===== src/rtl/addsub_ser.sv =====
// Digit-serial adder/subtractor. Operands are latched on start and
// processed DIGIT bits per clock, least significant digit first. The
// result, carry-out and signed overflow are held until the next start.
module addsub_ser #(
    parameter int unsigned WIDTH = 16,
    parameter int unsigned DIGIT = 4
) (
    input  logic             clk,
    input  logic             rst,
    input  logic             start,
    input  logic             sub,
    input  logic [WIDTH-1:0] a,
    input  logic [WIDTH-1:0] b,
    input  logic             ci,
    output logic             busy,
    output logic             done,
    output logic [WIDTH-1:0] s,
    output logic             co,
    output logic             ov
);

    localparam int unsigned NDIG = WIDTH / DIGIT;
    localparam int unsigned CntW = (NDIG > 1) ? $clog2(NDIG) : 1;
    localparam int unsigned DigW = DIGIT + 1;

    typedef enum logic [1:0] {
        StIdle,
        StRun,
        StDone
    } state_e;

    state_e           state_q, state_d;
    logic [WIDTH-1:0] a_q, a_d;
    logic [WIDTH-1:0] b_q, b_d;   // holds B' (b inverted in subtract mode)
    logic [WIDTH-1:0] s_q, s_d;
    logic [CntW-1:0]  cnt_q, cnt_d;
    logic             carry_q, carry_d;
    logic             co_q, co_d;
    logic             ov_q, ov_d;
    logic [DigW-1:0]  dig_sum;
    logic             last_dig;

    // Next-state logic: operand load on start, one digit per cycle in RUN
    always_comb begin
        state_d = state_q;
        a_d     = a_q;
        b_d     = b_q;
        s_d     = s_q;
        cnt_d   = cnt_q;
        carry_d = carry_q;
        co_d    = co_q;
        ov_d    = ov_q;

        // Operand registers shift right, so the current digit is always the low one
        dig_sum  = {1'b0, a_q[DIGIT-1:0]} + {1'b0, b_q[DIGIT-1:0]} + DigW'(carry_q);
        last_dig = (cnt_q == CntW'(NDIG - 1));

        unique case (state_q)
            StIdle, StDone: begin
                if (start) begin
                    a_d     = a;
                    b_d     = sub ? ~b : b;
                    carry_d = ci ^ sub;
                    cnt_d   = '0;
                    state_d = StRun;
                end else begin
                    state_d = StIdle;
                end
            end
            StRun: begin
                a_d     = a_q >> DIGIT;
                b_d     = b_q >> DIGIT;
                // New digit enters at the top; after NDIG shifts digit i sits at i*DIGIT
                s_d     = (s_q >> DIGIT) | (WIDTH'(dig_sum[DIGIT-1:0]) << (WIDTH - DIGIT));
                carry_d = dig_sum[DIGIT];
                cnt_d   = cnt_q + CntW'(1);
                if (last_dig) begin
                    // Low digit of the shifted operands now holds the original sign bits
                    co_d    = dig_sum[DIGIT];
                    ov_d    = (a_q[DIGIT-1] == b_q[DIGIT-1]) &&
                              (dig_sum[DIGIT-1] != a_q[DIGIT-1]);
                    state_d = StDone;
                end
            end
            default: state_d = StIdle;
        endcase
    end

    // State registers with synchronous reset
    always_ff @(posedge clk) begin
        if (rst) begin
            state_q <= StIdle;
            a_q     <= '0;
            b_q     <= '0;
            s_q     <= '0;
            cnt_q   <= '0;
            carry_q <= 1'b0;
            co_q    <= 1'b0;
            ov_q    <= 1'b0;
        end else begin
            state_q <= state_d;
            a_q     <= a_d;
            b_q     <= b_d;
            s_q     <= s_d;
            cnt_q   <= cnt_d;
            carry_q <= carry_d;
            co_q    <= co_d;
            ov_q    <= ov_d;
        end
    end

    assign busy = (state_q == StRun);
    assign done = (state_q == StDone);
    assign s    = s_q;
    assign co   = co_q;
    assign ov   = ov_q;

endmodule


===== config.mk =====
export PLATFORM = sky130hd
export DESIGN_NAME = addsub_ser
export DESIGN_NICKNAME = d
export VERILOG_FILES = /design/src/rtl/addsub_ser.sv
export SDC_FILE = /design/constraint.sdc
export NUM_CORES = 1
export LEC_CHECK = 0
export ABC_AREA = 1
export CORE_ASPECT_RATIO = 1.25
export CORE_MARGIN = 1.5
export CORE_UTILIZATION = 52
export CTS_BUF_LIST = sky130_fd_sc_hd__clkbuf_2
export DETAILED_ROUTE_END_ITERATION = 10
export PLACE_DENSITY = 0.88
export SLEW_MARGIN = 15
export SYNTH_ARGS = -nofsm -noshare
export SYNTH_HDL_FRONTEND = slang
export SYNTH_SLANG_ARGS = --single-unit

===== constraint.sdc =====
create_clock -name clk -period 1.9 [get_ports clk]
set_clock_uncertainty 0.05 [all_clocks]
set_input_delay 0.38 -clock clk [delete_from_list [all_inputs] [get_ports clk]]
set_output_delay 0.38 -clock clk [all_outputs]
set_load 0.02 [all_outputs]

==> metrics, run 1 <==
Worst path slowest cell=dfxtp_1; Highest Signal Layer=met4; IO Port Bufs=56; post-CTS sizing=11; Worst EP required=1.47 ns; sequential share of power=0.533; # rows=28; gr ovfl total=0; n_diodes=0; share of cells above drive strength 1=0.104; vias in the first global route=2058; fin nets=436; max_cap viols=0; synthesized-area fraction occupied by xor and xnor cells=0.0537; Root Buffer=clkbuf_2; largest fanout on the critical path=2; met3 WL post-DR=238 µm; met2 wire len=2720 µm; Routed Antenna Nets=0; clk slew on worst S/H paths=0.29 ns; fin util=0.682; clock buffer depth=2; Setup TNS Final=0 ns; Post-CTS Hold Buffers=0; I/O pins=57; fin crit period=1.74 ns; Mean Syn Cell Area=7.61 µm²; P per Cell Area=748 mW/mm²; total power=2.45 mW; critical path startpoint category=flip-flop; Pint=1.71 mW; Avg WL per Cell=11.7 µm; die height=82.2 µm; via count=2290; Final Cycle Share=0.916; Clk Latency, worst-skew pair=0.46 ns; core area=0.00480 mm²; CTS tree=yes; Tightest Pin Transition=0.454 ns; Post-Synth Adder-Cell Area=0.0345; YS warnings=0; total track usage=0.211; final wirelength=5310 µm; CP max stage delay=0.36 ns; top cell type's share of synthesized area=0.422; hpwl dp=3640 µm; vias per inst=5.04; Synth area leaders=dfxtp_1, nand2_1, xor2_1; Starting DRT DRC Count=134; total CTS buffers=5; cell taking the most area after synthesis=dfxtp_1; maximum vdd drop=0.521 mV; DIE WIDTH=66.4 µm; fin. max-slew vios=0; critical path's top delay family=buffers and inverters; GP Congestion=0.783; largest net degree at the start of global routing=46; synthesized area=0.00261 mm²; logic gate share of total power=0.221; fill cell count=406; Simple-Gate Fraction of Synth Area=0.286; mux share of post-synthesis cell area=0; DRC errors left=0; Clk pwr share=0.246; register area share after synthesis=0.422; Yosys cell types=26; Net Sw Power=733 µW; Synth Area in Compound Gates=0.105; final setup margin=0.159 ns; Highest Clock Rate=0.575 GHz; Fin. Hold Viols=0; Slew headroom=0.697; setup violators final=0; met1 wire length=2200 µm; status=completed; Starting Density=0.544; largest family of logic cells by synthesized area=simple AND/OR/NAND/NOR gates; H-tree levels=2; CP Cell Sequence=inv_1, nand2_4, inv_4, dlygate4sd2_1; initial antenna violation count=0; dpl cells=446; die area=0.00546 mm²; synthesized instance count=343; clk sinks=55; worst setup path class=reg -> out; Final Instance Count excl. Fillers=454; setup bufs post-CTS=0; worst min-delay path class=in -> reg; net count after synthesis=386; First-pass DRT Iterations=4; Yosys reg bits=55; first-pass GRT wire length=8910 µm; Place WS=0.263 ns; Net Sw Frac=0.300; Buf+Inv Stages, Crit Path=3; Worst EP arrival=1.31 ns; CP endpoint kind=output pin; synthesis-to-finish area growth=25.3%; Leakage=1.62 nW; RSZ-0062 raised after global routing=false
cell usage after synthesis (all sizes together):
cell / number
nor3: 1
nand2: 113
dfxtp: 55
inv: 28
clkbuf: 5
nor2: 36
a21oi: 17
xor2: 16
a211oi: 1
o21ai: 20
fa: 2
buf: 14
a31oi: 12
ha: 4
nand3: 19
sequential cells by signal, indices dropped and copies added (netlist names):
name and count:
b_q 16, state_q 2, a_q 16, carry_q 1, co 1, cnt_q 2
ov 1, s 16
per-layer routing:
layer | track usage | up-vias
li1 | - | 1178
met1 | 0.254 | 1030
met2 | 0.354 | 68
met3 | 0.0420 | 14
met4 | 0.112 | 0
met5 | 0 | -
worst register-to-register path, cell delays in order, from the launching register on:
cell     delay (ns)
dfxtp_1        0.40
fa_1           0.46
inv_1          0.10
fa_1           0.21
nor2_1         0.06
nor2_1         0.14
nor2_1         0.06
nor2_1         0.10
nor2_1         0.04
logic make-up (layout without fill, tap and decap cells):
logic type	Yosys count	count (layout)
buffers and inverters	47	98
adders and majority gates	6	6
AOI/OAI and AO/OA	50	50
and+or+nand+nor	169	169
DFF	55	55
xor gates and xnor gates	16	16
power by group through the flow:
stage          sequential (mW)  clock [mW]  combinational [mW]
4_1_cts                   1.30       0.615               0.545
5_1_grt                   1.32       0.673               0.601
2_1_floorplan             1.35           0               0.333
6_report                  1.30       0.602               0.541
3_5_place_dp              1.33           0               0.555
3_3_place_gp              1.32           0               0.539
cells in the final DEF (no fill, tap or decap), types with 2 or more instances in the layout:
master	Yosys	layout
dlygate4sd2_1	0	10
a31oi_1	12	12
buf_12	1	3
a21oi_1	15	15
nand2_4	3	3
ha_1	4	4
clkdlybuf4s50_1	0	36
nand2_2	10	10
nand3_2	8	8
dlymetal6s2s_1	0	10
inv_1	25	25
nor2_1	36	36
xor2_1	16	16
nand3_1	11	11
fa_1	2	2
a21oi_2	2	2
o21ai_0	20	20
nand2_1	100	100
dfxtp_1	55	54
clkbuf_2	0	5
buf_4	4	3
worst paths after layout:
check / startpoint / to / slack, ns / depth (start not counted)
setup / recovery: state_q[1] / busy / 0.16 / 4
hold reg to reg: cnt_q[0] / cnt_q[0] / 0.43 / 1
setup reg to reg: a_q[0] / carry_q / 0.23 / 8
hold / removal: a[13] / a_q[13] / 0.38 / 3
layout make-up:
cell class	count	area (µm²)	share of cell area
clock buffer	5	25.0	0.00765
inverter	28	115	0.0352
sequential	55	1100	0.337
timing repair buffer	62	656	0.200
multi-input combinational	241	1250	0.383
clock inverter	3	46.3	0.0141
tap	60	75.1	0.0229
per-stage QoR:
step                instance area [µm²]  hold slack (ns)
floorplan                          2610            0.379
global placement                   3190            0.394
detailed placement                 3190            0.403
CTS                                3250            0.373
global route                       3270            0.340
finish                             3270            0.379
No activity file was read; power rests on OpenSTA's default activity.
==> run 2, diff against run 1 <==
--- a/config.mk
+++ b/config.mk
@@ -6,9 +6,11 @@
 export NUM_CORES = 1
 export LEC_CHECK = 0
 export ABC_AREA = 1
+export CELL_PAD_IN_SITES_DETAIL_PLACEMENT = 0
+export CELL_PAD_IN_SITES_GLOBAL_PLACEMENT = 1
 export CORE_ASPECT_RATIO = 1.25
 export CORE_MARGIN = 1.5
-export CORE_UTILIZATION = 52
+export CORE_UTILIZATION = 38
 export CTS_BUF_LIST = sky130_fd_sc_hd__clkbuf_2
 export DETAILED_ROUTE_END_ITERATION = 10
 export PLACE_DENSITY = 0.88
==> run 2 against run 1 <==
Compared with the run above:
- routed wire length about the same
- register-to-register slack improved by 0.03 ns
- sequential share of layout area decreased by 0.22 points
- final cell count increased by 6.4%
- sequential power about the same
- hold slack improved by 0.0030 ns
- critical path depth unchanged
- via count decreased by 1.6%
- first-iteration DRC count decreased by 32%
==> metrics, run 2 (same netlist as run 1, synthesis figures left out) <==
Leakage=1.55 nW; die height=95.7 µm; Starting DRT DRC Count=91; Root Buffer=clkbuf_2; hold depth=3; # rows=33; CP max stage delay=0.36 ns; DRC errors left=0; fin crit period=1.76 ns; fin. max-slew vios=0; I/O pins=57; die area=0.00738 mm²; total track usage=0.156; Worst EP arrival=1.33 ns; Highest Clock Rate=0.570 GHz; initial antenna violation count=0; share of cells above drive strength 1=0.111; Tightest Pin Transition=0.442 ns; Starting Density=0.395; setup violators final=0; worst r2r path cells=8; CP Cell Sequence=inv_1, nand2_4, inv_4, dlygate4sd2_1; Worst EP required=1.47 ns; worst setup path class=reg -> out; commonest non-fill, non-tap cell in the layout=nand2_1; Post-CTS Hold Buffers=0; CP endpoint kind=output pin; worst min-delay path class=in -> reg; commonest cells after routing, fill and taps aside=nand2_1, dfxtp_1, nor2_1, clkdlybuf4s50_1, inv_1; largest fanout on the critical path=2; hpwl dp=3700 µm; Worst path slowest cell=dfxtp_1; Routed Antenna Nets=0; synthesis-to-finish area growth=26.3%; dpl cells=475; critical path startpoint category=flip-flop; largest net degree at the start of global routing=46; clock buffer depth=2; maximum vdd drop=0.323 mV; setup bufs post-CTS=0; gr ovfl total=0; clk slew on worst S/H paths=0.28 ns; GP Congestion=0.861; H-tree levels=2; Final Cycle Share=0.924; IO Port Bufs=56; vias per inst=4.66; clk sinks=55; final wirelength=5310 µm; status=completed; Slew headroom=0.705; CTS tree=yes; DIE WIDTH=77.1 µm; total CTS buffers=5; fin nets=438; Avg WL per Cell=11.0 µm; vias in the first global route=2056; core area=0.00661 mm²; Place WS=0.255 ns; via count=2253; P per Cell Area=743 mW/mm²; Clk Latency, worst-skew pair=0.45 ns; Fin. Hold Viols=0; n_diodes=0; Final Instance Count excl. Fillers=483; First-pass DRT Iterations=4; max_cap viols=0; final setup margin=0.144 ns; first-pass GRT wire length=9290 µm; RSZ-0062 raised after global routing=false; Setup TNS Final=0 ns
==> run 2: routing by layer <==
metal  vias up  global-route usage  share of wire
li1       1185                   -              -
met1      1007               0.185           0.45
met2        55               0.279           0.49
met3         6              0.0335          0.043
met4         0              0.0530          0.010
met5         -                   0              0
==> run 2: path summary, 6_finish.rpt <==
kind              startpoint  endpoint  slack [ns]
hold reg to reg     cnt_q[0]  cnt_q[0]        0.43
setup / recovery  state_q[1]      busy        0.14
hold / removal         a[12]   a_q[12]        0.38
setup reg to reg      a_q[0]   carry_q        0.26
==> run 2: repair_timing <==
item | in CTS | in global routing
pin swaps | 0 | 0
endpoints found under the setup margin | 17 | 3
gates resized for setup | 19 | 3
==> run 2: power breakdown <==
| part | total [mW] | switching, mW | internal (mW) | leakage (nW) |
|---|---|---|---|---|
| Sequential | 1.30 | 0.0556 | 1.25 | 0.453 |
| Clock | 0.612 | 0.381 | 0.230 | 0.0436 |
| Combinational | 0.535 | 0.295 | 0.240 | 1.05 |
==> run 2: worst max-delay path: cells and delay by family (launching register included) <==
kind	cells	cell delay, ns
and+or+nand+nor	1	0.07
DFF	1	0.36
buffers and inverters	3	0.46
==> run 2: layout make-up <==
type | instances | area [µm²]
clock buffers | 5 | 25.0
clock inverters | 3 | 47.5
fillers | 689 | 3310
inverters | 28 | 115
multi-input cells | 241 | 1250
flip-flops and latches | 55 | 1100
well taps | 87 | 109
repair buffers | 64 | 644
==> run 2: through the flow <==
step	instance area (µm²)	hold slack (ns)	power, mW	util
finish	3300	0.382	2.45	0.499
detailed placement	3240	0.400	1.88	0.490
global route	3300	0.333	2.60	0.499
CTS	3290	0.349	2.48	0.498
global placement	3240	0.394	1.87	0.490
floorplan	2610	0.379	1.68	-
